[config.mk]
export PLATFORM = sky130hd
export DESIGN_NAME = reorder_buffer_flat
export DESIGN_NICKNAME = d
export VERILOG_FILES = /design/src/rtl/reorder_buffer_pkg.sv /design/src/rtl/reorder_buffer_if.sv /design/src/rtl/reorder_buffer.sv /design/src/flat_wrapper.sv
export SDC_FILE = /design/constraint.sdc
export NUM_CORES = 2
export LEC_CHECK = 0
export ABC_CLOCK_PERIOD_IN_PS = 5000
export CAP_MARGIN = 40
export CORE_UTILIZATION = 50
export DETAILED_ROUTE_END_ITERATION = 7
export DONT_BUFFER_PORTS = 1
export MAX_ROUTING_LAYER = met4
export PLACE_DENSITY = 0.65
export SYNTH_ARGS = -nofsm -noshare
export SYNTH_HDL_FRONTEND = slang
export SYNTH_SLANG_ARGS = --single-unit
export TNS_END_PERCENT = 50
[constraint.sdc]
create_clock -name clk_in -period 5 [get_ports clk_in]
set_clock_uncertainty 0.1 [all_clocks]
set_input_delay 0.25 -clock clk_in [delete_from_list [all_inputs] [get_ports clk_in]]
set_output_delay 0.25 -clock clk_in [all_outputs]
set_load 0.03 [all_outputs]
[src/rtl/reorder_buffer_pkg.sv]
// rtl/reorder_buffer_pkg.sv - shared types, sizes and tag arithmetic for the reorder buffer
package reorder_buffer_pkg;

    localparam int ROB_SIZE   = 16;
    localparam int ROB_IDX_W  = 4;
    localparam int ROB_USABLE = ROB_SIZE - 1;

    typedef logic [ROB_IDX_W-1:0] rob_idx_t;
    typedef logic [4:0]           reg_idx_t;
    typedef logic [31:0]          data_t;
    typedef logic [31:0]          addr_t;

    // Tag 0 means "no dependency", so the first real slot is 1.
    localparam rob_idx_t ROB_FIRST_TAG = rob_idx_t'(1);

    // Circular increment over 1..15; slot 0 is never handed out.
    function automatic rob_idx_t rob_idx_next(input rob_idx_t idx);
        return (idx == rob_idx_t'(ROB_USABLE)) ? ROB_FIRST_TAG : idx + rob_idx_t'(1);
    endfunction

endpackage

[src/rtl/reorder_buffer_if.sv]
// rtl/reorder_buffer_if.sv - issue, broadcast, operand-query and commit signals of the reorder buffer
interface reorder_buffer_if;
    import reorder_buffer_pkg::*;

    logic     issue_ready;
    reg_idx_t issue_rd;
    logic     issue_is_branch;
    logic     issue_pred_jump;
    addr_t    issue_pc;
    rob_idx_t rob_next_index;
    logic     rob_full;

    logic     ex_valid;
    rob_idx_t ex_rob_index;
    data_t    ex_val;
    logic     ex_jump;
    addr_t    ex_jump_pc;

    rob_idx_t dc_rs1_depend;
    rob_idx_t dc_rs2_depend;
    logic     rob_rs1_ready;
    logic     rob_rs2_ready;
    data_t    rob_rs1_val;
    data_t    rob_rs2_val;

    logic     rob_to_reg_commit;
    rob_idx_t rob_to_reg_rob_index;
    reg_idx_t rob_to_reg_index;
    data_t    rob_to_reg_val;
    logic     rob_clr_out;
    addr_t    rob_target_pc;

    // Core side: issues, broadcasts and queries.
    modport master (
        output issue_ready, issue_rd, issue_is_branch, issue_pred_jump, issue_pc,
        output ex_valid, ex_rob_index, ex_val, ex_jump, ex_jump_pc,
        output dc_rs1_depend, dc_rs2_depend,
        input  rob_next_index, rob_full,
        input  rob_rs1_ready, rob_rs2_ready, rob_rs1_val, rob_rs2_val,
        input  rob_to_reg_commit, rob_to_reg_rob_index, rob_to_reg_index, rob_to_reg_val,
        input  rob_clr_out, rob_target_pc
    );

    // Reorder buffer side.
    modport slave (
        input  issue_ready, issue_rd, issue_is_branch, issue_pred_jump, issue_pc,
        input  ex_valid, ex_rob_index, ex_val, ex_jump, ex_jump_pc,
        input  dc_rs1_depend, dc_rs2_depend,
        output rob_next_index, rob_full,
        output rob_rs1_ready, rob_rs2_ready, rob_rs1_val, rob_rs2_val,
        output rob_to_reg_commit, rob_to_reg_rob_index, rob_to_reg_index, rob_to_reg_val,
        output rob_clr_out, rob_target_pc
    );

endinterface

[src/rtl/reorder_buffer.sv]
// rtl/reorder_buffer.sv - in-order retirement queue with result capture, operand forwarding and mispredict flush
module reorder_buffer
    import reorder_buffer_pkg::*;
(
    input  logic             clk_in,
    input  logic             rst_in,
    input  logic             rdy_in,
    reorder_buffer_if.slave  rob
);

    logic [ROB_SIZE-1:0] busy_q;
    logic [ROB_SIZE-1:0] ready_q;
    logic [ROB_SIZE-1:0] is_branch_q;
    logic [ROB_SIZE-1:0] pred_jump_q;
    logic [ROB_SIZE-1:0] jump_q;
    reg_idx_t            rd_q      [ROB_SIZE];
    addr_t               pc_q      [ROB_SIZE];
    data_t               val_q     [ROB_SIZE];
    addr_t               jump_pc_q [ROB_SIZE];

    rob_idx_t head_q;
    rob_idx_t tail_q;
    rob_idx_t count_q;

    logic full_w;
    logic do_commit;
    logic mispredict;
    logic do_issue;
    logic do_capture;

    assign full_w     = (count_q == rob_idx_t'(ROB_USABLE));
    assign do_commit  = (count_q != '0) && busy_q[head_q] && ready_q[head_q];
    assign mispredict = do_commit && is_branch_q[head_q] && (jump_q[head_q] != pred_jump_q[head_q]);
    // An issue on the flush edge belongs to the wrong path and is dropped.
    assign do_issue   = rob.issue_ready && !full_w && !mispredict;
    assign do_capture = rob.ex_valid && busy_q[rob.ex_rob_index];

    assign rob.rob_full       = full_w;
    assign rob.rob_next_index = tail_q;

    // Operand lookup: a same-cycle broadcast wins over the stored entry.
    always_comb begin
        rob.rob_rs1_ready = 1'b0;
        rob.rob_rs1_val   = '0;
        rob.rob_rs2_ready = 1'b0;
        rob.rob_rs2_val   = '0;
        if (rob.dc_rs1_depend != '0) begin
            if (rob.ex_valid && rob.ex_rob_index == rob.dc_rs1_depend) begin
                rob.rob_rs1_ready = 1'b1;
                rob.rob_rs1_val   = rob.ex_val;
            end else begin
                rob.rob_rs1_ready = ready_q[rob.dc_rs1_depend];
                rob.rob_rs1_val   = val_q[rob.dc_rs1_depend];
            end
        end
        if (rob.dc_rs2_depend != '0) begin
            if (rob.ex_valid && rob.ex_rob_index == rob.dc_rs2_depend) begin
                rob.rob_rs2_ready = 1'b1;
                rob.rob_rs2_val   = rob.ex_val;
            end else begin
                rob.rob_rs2_ready = ready_q[rob.dc_rs2_depend];
                rob.rob_rs2_val   = val_q[rob.dc_rs2_depend];
            end
        end
    end

    // Allocation, result capture, retirement and flush; everything holds while rdy_in is low.
    always_ff @(posedge clk_in) begin
        if (rst_in) begin
            head_q                   <= ROB_FIRST_TAG;
            tail_q                   <= ROB_FIRST_TAG;
            count_q                  <= '0;
            busy_q                   <= '0;
            ready_q                  <= '0;
            rob.rob_to_reg_commit    <= 1'b0;
            rob.rob_to_reg_rob_index <= '0;
            rob.rob_to_reg_index     <= '0;
            rob.rob_to_reg_val       <= '0;
            rob.rob_clr_out          <= 1'b0;
            rob.rob_target_pc        <= '0;
        end else if (rdy_in) begin
            rob.rob_to_reg_commit <= 1'b0;
            rob.rob_clr_out       <= 1'b0;

            if (do_issue) begin
                busy_q[tail_q]      <= 1'b1;
                ready_q[tail_q]     <= 1'b0;
                rd_q[tail_q]        <= rob.issue_rd;
                is_branch_q[tail_q] <= rob.issue_is_branch;
                pred_jump_q[tail_q] <= rob.issue_pred_jump;
                pc_q[tail_q]        <= rob.issue_pc;
                tail_q              <= rob_idx_next(tail_q);
            end

            if (do_capture) begin
                ready_q[rob.ex_rob_index]   <= 1'b1;
                val_q[rob.ex_rob_index]     <= rob.ex_val;
                jump_q[rob.ex_rob_index]    <= rob.ex_jump;
                jump_pc_q[rob.ex_rob_index] <= rob.ex_jump_pc;
            end

            if (do_commit) begin
                rob.rob_to_reg_commit    <= 1'b1;
                rob.rob_to_reg_rob_index <= head_q;
                rob.rob_to_reg_index     <= is_branch_q[head_q] ? reg_idx_t'(0) : rd_q[head_q];
                rob.rob_to_reg_val       <= val_q[head_q];
                busy_q[head_q]           <= 1'b0;
                head_q                   <= rob_idx_next(head_q);
            end

            if (do_issue && !do_commit) begin
                count_q <= count_q + rob_idx_t'(1);
            end else if (!do_issue && do_commit) begin
                count_q <= count_q - rob_idx_t'(1);
            end

            // Mispredict overrides the bookkeeping above: the whole window is discarded.
            if (mispredict) begin
                rob.rob_clr_out   <= 1'b1;
                rob.rob_target_pc <= jump_q[head_q] ? jump_pc_q[head_q] : pc_q[head_q] + 32'd4;
                head_q            <= ROB_FIRST_TAG;
                tail_q            <= ROB_FIRST_TAG;
                count_q           <= '0;
                busy_q            <= '0;
            end
        end
    end

endmodule

[src/flat_wrapper.sv]
// flat-port wrapper written by rule: the top's interface ports become plain ports
module reorder_buffer_flat import reorder_buffer_pkg::*;
  (clk_in, rst_in, rdy_in, rob_issue_ready, rob_issue_rd, rob_issue_is_branch, rob_issue_pred_jump, rob_issue_pc, rob_ex_valid, rob_ex_rob_index, rob_ex_val, rob_ex_jump, rob_ex_jump_pc, rob_dc_rs1_depend, rob_dc_rs2_depend, rob_rob_next_index, rob_rob_full, rob_rob_rs1_ready, rob_rob_rs2_ready, rob_rob_rs1_val, rob_rob_rs2_val, rob_rob_to_reg_commit, rob_rob_to_reg_rob_index, rob_rob_to_reg_index, rob_rob_to_reg_val, rob_rob_clr_out, rob_rob_target_pc);
  reorder_buffer_if rob_i ();
  input  logic clk_in;
  input  logic rst_in;
  input  logic rdy_in;
  input wire logic [$bits(rob_i.issue_ready)-1:0] rob_issue_ready;
  input wire logic [$bits(rob_i.issue_rd)-1:0] rob_issue_rd;
  input wire logic [$bits(rob_i.issue_is_branch)-1:0] rob_issue_is_branch;
  input wire logic [$bits(rob_i.issue_pred_jump)-1:0] rob_issue_pred_jump;
  input wire logic [$bits(rob_i.issue_pc)-1:0] rob_issue_pc;
  input wire logic [$bits(rob_i.ex_valid)-1:0] rob_ex_valid;
  input wire logic [$bits(rob_i.ex_rob_index)-1:0] rob_ex_rob_index;
  input wire logic [$bits(rob_i.ex_val)-1:0] rob_ex_val;
  input wire logic [$bits(rob_i.ex_jump)-1:0] rob_ex_jump;
  input wire logic [$bits(rob_i.ex_jump_pc)-1:0] rob_ex_jump_pc;
  input wire logic [$bits(rob_i.dc_rs1_depend)-1:0] rob_dc_rs1_depend;
  input wire logic [$bits(rob_i.dc_rs2_depend)-1:0] rob_dc_rs2_depend;
  output wire logic [$bits(rob_i.rob_next_index)-1:0] rob_rob_next_index;
  output wire logic [$bits(rob_i.rob_full)-1:0] rob_rob_full;
  output wire logic [$bits(rob_i.rob_rs1_ready)-1:0] rob_rob_rs1_ready;
  output wire logic [$bits(rob_i.rob_rs2_ready)-1:0] rob_rob_rs2_ready;
  output wire logic [$bits(rob_i.rob_rs1_val)-1:0] rob_rob_rs1_val;
  output wire logic [$bits(rob_i.rob_rs2_val)-1:0] rob_rob_rs2_val;
  output wire logic [$bits(rob_i.rob_to_reg_commit)-1:0] rob_rob_to_reg_commit;
  output wire logic [$bits(rob_i.rob_to_reg_rob_index)-1:0] rob_rob_to_reg_rob_index;
  output wire logic [$bits(rob_i.rob_to_reg_index)-1:0] rob_rob_to_reg_index;
  output wire logic [$bits(rob_i.rob_to_reg_val)-1:0] rob_rob_to_reg_val;
  output wire logic [$bits(rob_i.rob_clr_out)-1:0] rob_rob_clr_out;
  output wire logic [$bits(rob_i.rob_target_pc)-1:0] rob_rob_target_pc;
  assign rob_i.issue_ready = rob_issue_ready;
  assign rob_i.issue_rd = rob_issue_rd;
  assign rob_i.issue_is_branch = rob_issue_is_branch;
  assign rob_i.issue_pred_jump = rob_issue_pred_jump;
  assign rob_i.issue_pc = rob_issue_pc;
  assign rob_i.ex_valid = rob_ex_valid;
  assign rob_i.ex_rob_index = rob_ex_rob_index;
  assign rob_i.ex_val = rob_ex_val;
  assign rob_i.ex_jump = rob_ex_jump;
  assign rob_i.ex_jump_pc = rob_ex_jump_pc;
  assign rob_i.dc_rs1_depend = rob_dc_rs1_depend;
  assign rob_i.dc_rs2_depend = rob_dc_rs2_depend;
  assign rob_rob_next_index = rob_i.rob_next_index;
  assign rob_rob_full = rob_i.rob_full;
  assign rob_rob_rs1_ready = rob_i.rob_rs1_ready;
  assign rob_rob_rs2_ready = rob_i.rob_rs2_ready;
  assign rob_rob_rs1_val = rob_i.rob_rs1_val;
  assign rob_rob_rs2_val = rob_i.rob_rs2_val;
  assign rob_rob_to_reg_commit = rob_i.rob_to_reg_commit;
  assign rob_rob_to_reg_rob_index = rob_i.rob_to_reg_rob_index;
  assign rob_rob_to_reg_index = rob_i.rob_to_reg_index;
  assign rob_rob_to_reg_val = rob_i.rob_to_reg_val;
  assign rob_rob_clr_out = rob_i.rob_clr_out;
  assign rob_rob_target_pc = rob_i.rob_target_pc;
  reorder_buffer u_core (.clk_in(clk_in), .rst_in(rst_in), .rdy_in(rdy_in), .rob(rob_i));
endmodule
# Word level (Yosys, flattened, before mapping)

Memory sizes are Yosys's and may differ from the RTL's. A register that Yosys moved wholly into a read port is not among the register bits.
Index checks and enable logic that the tools add are counted.

Bits in registers: 135
Memory bits (writable): 1,616
Input bits: 121
Output and inout port bits: 146
Word-level logic and storage cells: 143
Memories kept: 4

Add/subtract/negate cells: 5
Order comparisons: 8
Eq/ne operators: 6
Multiplexer cells: 69
Bitwise logic cells: 7
Reductions and logical operators: 31

Memories:

| name             | depth | bits a word | rd ports | clocked after Yosys merged registers in | write ports | RTL line             | source |
|---|---|---|---|---|---|---|---|
| u_core.jump_pc_q | 16    | 32          | 1        | 1                                       | 1           | reorder_buffer.sv:19 | `addr_t jump_pc_q [ROB_SIZE];` |
| u_core.pc_q      | 16    | 32          | 1        | 1                                       | 1           | reorder_buffer.sv:17 | `addr_t pc_q [ROB_SIZE];` |
| u_core.val_q     | 16    | 32          | 3        | 1                                       | 1           | reorder_buffer.sv:18 | `data_t val_q [ROB_SIZE];` |
| u_core.rd_q      | 16    | 5           | 1        | 1                                       | 1           | reorder_buffer.sv:16 | `reg_idx_t rd_q [ROB_SIZE];` |

Operators by type and width:

| operator                                                                            | count |
|---|---|
| 32-bit 2-to-1 mux                                                                   | 5 |
| 16-bit 2-to-1 mux                                                                   | 9 |
| 4-bit 2-to-1 mux                                                                    | 15 |
| 16-bit bitwise mux                                                                  | 3 |
| 32-bit by 3-bit adder with 32-bit output, second input constant                     | 1 |
| 16-bit AND                                                                          | 2 |
| 1-bit binary-select mux with 4-bit select                                           | 8 |
| 16-bit NOT                                                                          | 2 |
| 16-bit OR                                                                           | 2 |
| 4-bit by 5-bit less-than comparator with 1-bit output, second input constant        | 5 |
| 1-bit 2-to-1 mux                                                                    | 25 |
| 1-bit logical AND                                                                   | 14 |
| 4-bit by 1-bit adder with 4-bit output, second input constant                       | 3 |
| 1-bit demux with 4-bit select                                                       | 3 |
| 4-bit == test, second input constant                                                | 3 |
| 4-bit by 1-bit greater-or-equal comparator with 1-bit output, second input constant | 3 |
| 4-bit nonzero test                                                                  | 3 |
| 2-bit AND reduction                                                                 | 5 |
| 4-bit == test                                                                       | 2 |
| 3-bit AND reduction                                                                 | 2 |
| 5-bit 2-to-1 mux                                                                    | 1 |
| 1-bit zero test                                                                     | 4 |
| 2-bit nonzero test                                                                  | 2 |
| 4-bit by 1-bit subtractor with 4-bit output, second input constant                  | 1 |
| other kinds (3)                                                                     | 3 |

# Longest topological paths before layout

Depth in word-level cells: 14
Gate-level depth with buffers: 14
Mapped depth without buffers: 11

# Least setup slack after synthesis

OpenSTA, ideal clock, no wires.

Path type: register to register
Start: register u_core.head_q[0]
End: memory u_core.pc_q[15][0] in the netlist's numbering, enable pin
Setup time: 0.477 ns
Data arrival time: 4.814 ns
Required time: 4.423 ns
Setup slack: -0.392 ns
Stages on the path, launching flop included: 11
Path buffers: 3
Period minus slack after synthesis: 5.392 ns
Cells stage by stage: dfxtp_1 > buf_4 > buf_2 > mux4_2 > a22oi_1 > nand3_1 > xnor2_1 > and3_1 > buf_2 > nand2b_4 > nor3_1

Word-level cells in the longest chain between the ends: 12
Elaborated cells on any way between the ends: 21
Classes of those cells: eq/ne (1); mux (14); reduce/logical (6)

RTL lines:

| element                                   | RTL line              | source |
|---|---|---|
| from (decl)                               | reorder_buffer.sv:21  | `rob_idx_t head_q;` |
| from (signal assigned)                    | reorder_buffer.sv:108 | `head_q <= rob_idx_next(head_q);` |
| 1-bit binary-select mux with 4-bit select | reorder_buffer.sv:32  | `assign do_commit = (count_q != '0) && busy_q[head_q] && ready_q[head_q];` |
| 1-bit 2-to-1 mux (not written as such)    | reorder_buffer.sv:32  |  |
| 1-bit logical AND (2 in series)           | reorder_buffer.sv:32  |  |
| 1-bit logical AND                         | reorder_buffer.sv:33  | `assign mispredict = do_commit && is_branch_q[head_q] && (jump_q[head_q] != pred_jump_q[head_q]);` |
| 1-bit logical AND *                       | reorder_buffer.sv:33  |  |
| 1-bit zero test *                         | reorder_buffer.sv:35  | `assign do_issue = rob.issue_ready && !full_w && !mispredict;` |
| 1-bit logical AND *                       | reorder_buffer.sv:35  |  |
| 1-bit 2-to-1 mux *                        | reorder_buffer.sv:85  | `if (do_issue) begin` |
| 1-bit 2-to-1 mux *                        | reorder_buffer.sv:81  | `end else if (rdy_in) begin` |
| 1-bit 2-to-1 mux *                        | reorder_buffer.sv:69  | `if (rst_in) begin` |
| 1-bit 2-to-1 mux (not written as such) *  | reorder_buffer.sv:91  | `pc_q[tail_q] <= rob.issue_pc;` |
| to (decl)                                 | reorder_buffer.sv:17  |  |

Mark *: on every way between the ends. The rest lies on a longest branch, timed or not. The select of a mux whose other input is x is not followed.

# Worst setup path after layout

Start: register u_core.head_q[1]
End: register u_core.ready_q[7]

Word-level cells in the longest chain between the ends: 13
Elaborated cells on any way between the ends: 22
Classes of those cells: eq/ne (1); mux (14); bitwise (1); reduce/logical (6)

RTL lines:

| element                                   | RTL line             | source |
|---|---|---|
| 1-bit binary-select mux with 4-bit select | reorder_buffer.sv:32 |  |
| 1-bit 2-to-1 mux (not written as such)    | reorder_buffer.sv:32 |  |
| 1-bit logical AND (2 in series)           | reorder_buffer.sv:32 |  |
| 1-bit logical AND                         | reorder_buffer.sv:33 |  |
| 1-bit logical AND *                       | reorder_buffer.sv:33 |  |
| 1-bit zero test *                         | reorder_buffer.sv:35 |  |
| 1-bit logical AND *                       | reorder_buffer.sv:35 |  |
| 16-bit 2-to-1 mux *                       | reorder_buffer.sv:85 |  |
| 16-bit 2-to-1 mux *                       | reorder_buffer.sv:81 |  |
| 16-bit 2-to-1 mux *                       | reorder_buffer.sv:69 |  |
| 16-bit OR (no line)                       | --                   |  |
| 16-bit 2-to-1 mux *                       | reorder_buffer.sv:95 | `if (do_capture) begin` |
| to (signal assigned)                      | reorder_buffer.sv:74 | `ready_q <= '0;` |
| to (signal, indexed assignment)           | reorder_buffer.sv:87 | `ready_q[tail_q] <= 1'b0;` |
| to (signal, indexed assignment)           | reorder_buffer.sv:96 | `ready_q[rob.ex_rob_index] <= 1'b1;` |
| to (decl)                                 | reorder_buffer.sv:12 | `logic [ROB_SIZE-1:0] ready_q;` |

Marks and branches as above.
A chain may end at the register's enable or synchronous reset.

==> impl_metrics.ini <==
[global_routing]
grt_usage_pct = 28.11
grt_pass1_wl_mm = 305.2
grt_pass1_vias = 41670
grt_overflow = 0
grt_max_degree = 135
antenna_found_initial = 16

[power]
swShare_pct = 20.95
p_leak_nw = 27.49
p_comb_share_pct = 3.3
power.total_mw = 31.54
p_seq_share_pct = 51.9
switchingPower_mw = 6.608
p_int_mw = 24.94
clkPwrFrac_pct = 44.8
peakVddDrop_v = 0.0003422
power_density_nw_per_um2 = 356.9

[cells_and_area]
ff_latch_area_um2 = 52460
multi_input_area_um2 = 24440
fill_cells = 11200
nets = 4117
synthToLayoutAreaGrowth_pct = 13.31
postLayoutCellArea_um2 = 88390
final_core_utilization_pct = 57.25
drive_above_1_share_pct = 31.78
mostFrequentLayoutCells = 1664 x edfxtp_1, 824 x mux4_2, 266 x nand2_1
final_common_cell = edfxtp_1

[routing]
drtIter0Drc = 5021
vias = 41800
drc_errors = 44
drt-total-wl_mm = 213.5
via_per_inst = 6.742
wl_per_cell_um = 34.44
firstDrtPassIters = 8
drtAntennaViolNets = 0

[clock_tree]
clock_sinks = 1787
cts_tree = done
clockRootBuffer = clkbuf_16
cts_max_path_buffers = 3
insertion_delay_ns = 0.83
htreeDepth = 4
cts_resized = 0
cts_inserted_buffers = 183
clk_pin_slew_ns = 0.06

[critical_path]
cp_slowest_cell = a31oi_2
slowest_delay_ns = 0.74
worstPathRequired_ns = 5.60
crit_arrival_ns = 5.12
end_kind = flop
cp_num_buf_inv = 3
crit_family = buffers and inverters
crit_chain = buf_4 -> mux4_2 -> nand3_1 -> nand3_1 -> xnor2_1 -> a31oi_2 -> buf_4 -> nand2_1 -> o311ai_1 -> o21ai_1 -> dlygate4sd3_1
startpoint_type = flop
path_class = flop to flop
crit_fanout = 29

[timing]
maxSlewViolCount = 0
worstMarginPinSlew_ns = 1.154
finalHoldViolations = 0
grt_setup_unrepaired = false
relSlewSlack_pct = 23.04
min_period_over_period_pct = 90.52
fmax_mhz = 220.9
layout_min_cycle_time_ns = 4.526
hold-worst-slack_ns = 0.04414
setup_viol = 0

[floorplan]
start_util_pct = 50.52
die_y_um = 397
dieArea_um2 = 157600
rows = 144
pin_count = 267
fp.coreArea_um2 = 154400
die_x_um = 397

[outcome]
violations = design-rule violations
status = complete, but fails checks

[synthesis]
syn_area_um2 = 78010
ys_warn_count = 0
ys_seq_area_share_pct = 67.21
synth-seq-cells = 1787
ys_async_sr_fraction_pct = 0
syn_nets = 3973
synthFlopType = edfxtp_1
yosys.cell_types.count = 86
syn_area_per_cell_um2 = 20.31
synth_enable_flop_cells = 1664
syn_inst = 3841

[place]
post_dp_cell_area_um2 = 80930
gp_congestion = 0.8996
io_buffer_count = 0
dp_hpwl_mm = 121.3

[flow_run]
cap_violations = 0

[min_path]
min_path_type = primary input to flop
==> cell usage after synthesis, drive strengths merged (4+ instances only) <==
cell type	number	area (um^2)
and2	9	56.30
nor4	13	137.6
nand4	13	96.34
o211ai	16	120.1
a22oi	12	95.09
nand3b	4	30.03
a21o	4	30.03
a31o	13	113.9
mux4	829	18690
mux2	14	157.7
a2bb2oi	4	52.56
nand2b	6	45.04
inv	13	48.80
a211oi	7	52.55
ha	11	137.6
o221ai	6	52.55
mux2i	28	280.3
nand3	37	210.2
xnor2	24	210.2
nand2	266	998.5
xor2	10	87.58
a221oi	13	182.7
o22ai	5	31.28
and4	6	52.55
a22o	8	70.07
and3	25	156.4
nor2b	10	62.56
dfxtp	123	2462
edfxtp	1664	49970
or3	14	87.58
a21oi	144	743.2
nor3	15	90.09
nor2	113	426.7
o21ai	26	133.9
buf	135	798.3
a31oi	12	81.33
clkbuf	143	536.8
o2bb2ai	8	70.07
==> sequential cells by signal, indices dropped and copies added (netlist names), 16 cells and up, named ones only <==
name                       flops
u_core.rd_q                   80
u_core.busy_q                 16
u_core.pred_jump_q            16
u_core.jump_pc_q             512
u_core.val_q                 512
u_core.rob.rob_target_pc      32
u_core.pc_q                  512
u_core.ready_q                16
u_core.is_branch_q            16
u_core.jump_q                 16
u_core.rob.rob_to_reg_val     32
==> layer usage <==
| layer | share of wire (%) | up-vias | track usage [%] |
|---|---|---|---|
| li1 | - | 16660 | - |
| met1 | 40 | 22630 | 38.31 |
| met2 | 49 | 2172 | 43.37 |
| met3 | 9.2 | 333 | 6.041 |
| met4 | 2.6 | 0 | 7.384 |
| met5 | 0 | - | - |
==> through the flow <==
stage	TNS, ns	instances	setup WS [ns]
floorplan	-19.25	3841	-0.05843
detailed placement	0	5730	0.5970
CTS	0	6184	0.5319
finish	0	6200	0.4740
global route	0	6195	0.2997
global placement	0	5716	0.6632
==> area by class of cell <==
type	instances	area share, %
clock buffer	232	5.468
multi-input combinational	1760	27.65
timing repair buffer	237	2.910
inverter	16	0.07077
antenna	15	0.04246
clock inverter	109	1.618
tap	2044	2.893
sequential	1787	59.34
==> worst paths after layout <==
kind / to / cells after the start / slack, ns / start
hold reg to reg: u_core.busy_q[14] / 2 / 0.38 / u_core.busy_q[14]
setup / recovery: u_core.ready_q[7] / 11 / 0.47 / u_core.head_q[1]
setup reg to reg: u_core.ready_q[7] / 11 / 0.47 / u_core.head_q[1]
hold / removal: u_core.ready_q[1] / 2 / 0.04 / rst_in
==> timing repair <==
action,4_1_cts,5_1_grt
hold endpoints to repair,1861,0
hold buffers,113,0
setup buffers,0,0
==> power by group through the flow <==
stage | Clock [mW] | Sequential (mW) | Combinational (mW)
floorplan | 0 | 16.7 | 0.726
global placement | 0 | 16.7 | 0.754
detailed placement | 0 | 16.7 | 0.766
CTS | 14.3 | 16.4 | 1.04
global route | 14.9 | 16.4 | 1.09
finish | 14.1 | 16.4 | 1.05
==> cells by family after synthesis <==
logic type                 Yosys count  synth area share, %
muxes                              871                24.52
adders and majority gates           11               0.1764
DFF                               1787                67.21
and+or+nand+nor                    544                3.317
buffers and inverters              294                1.788
xor gates and xnor gates            34               0.3817
AOI/OAI and AO/OA                  300                2.611
(Power assumes the default switching activity.)
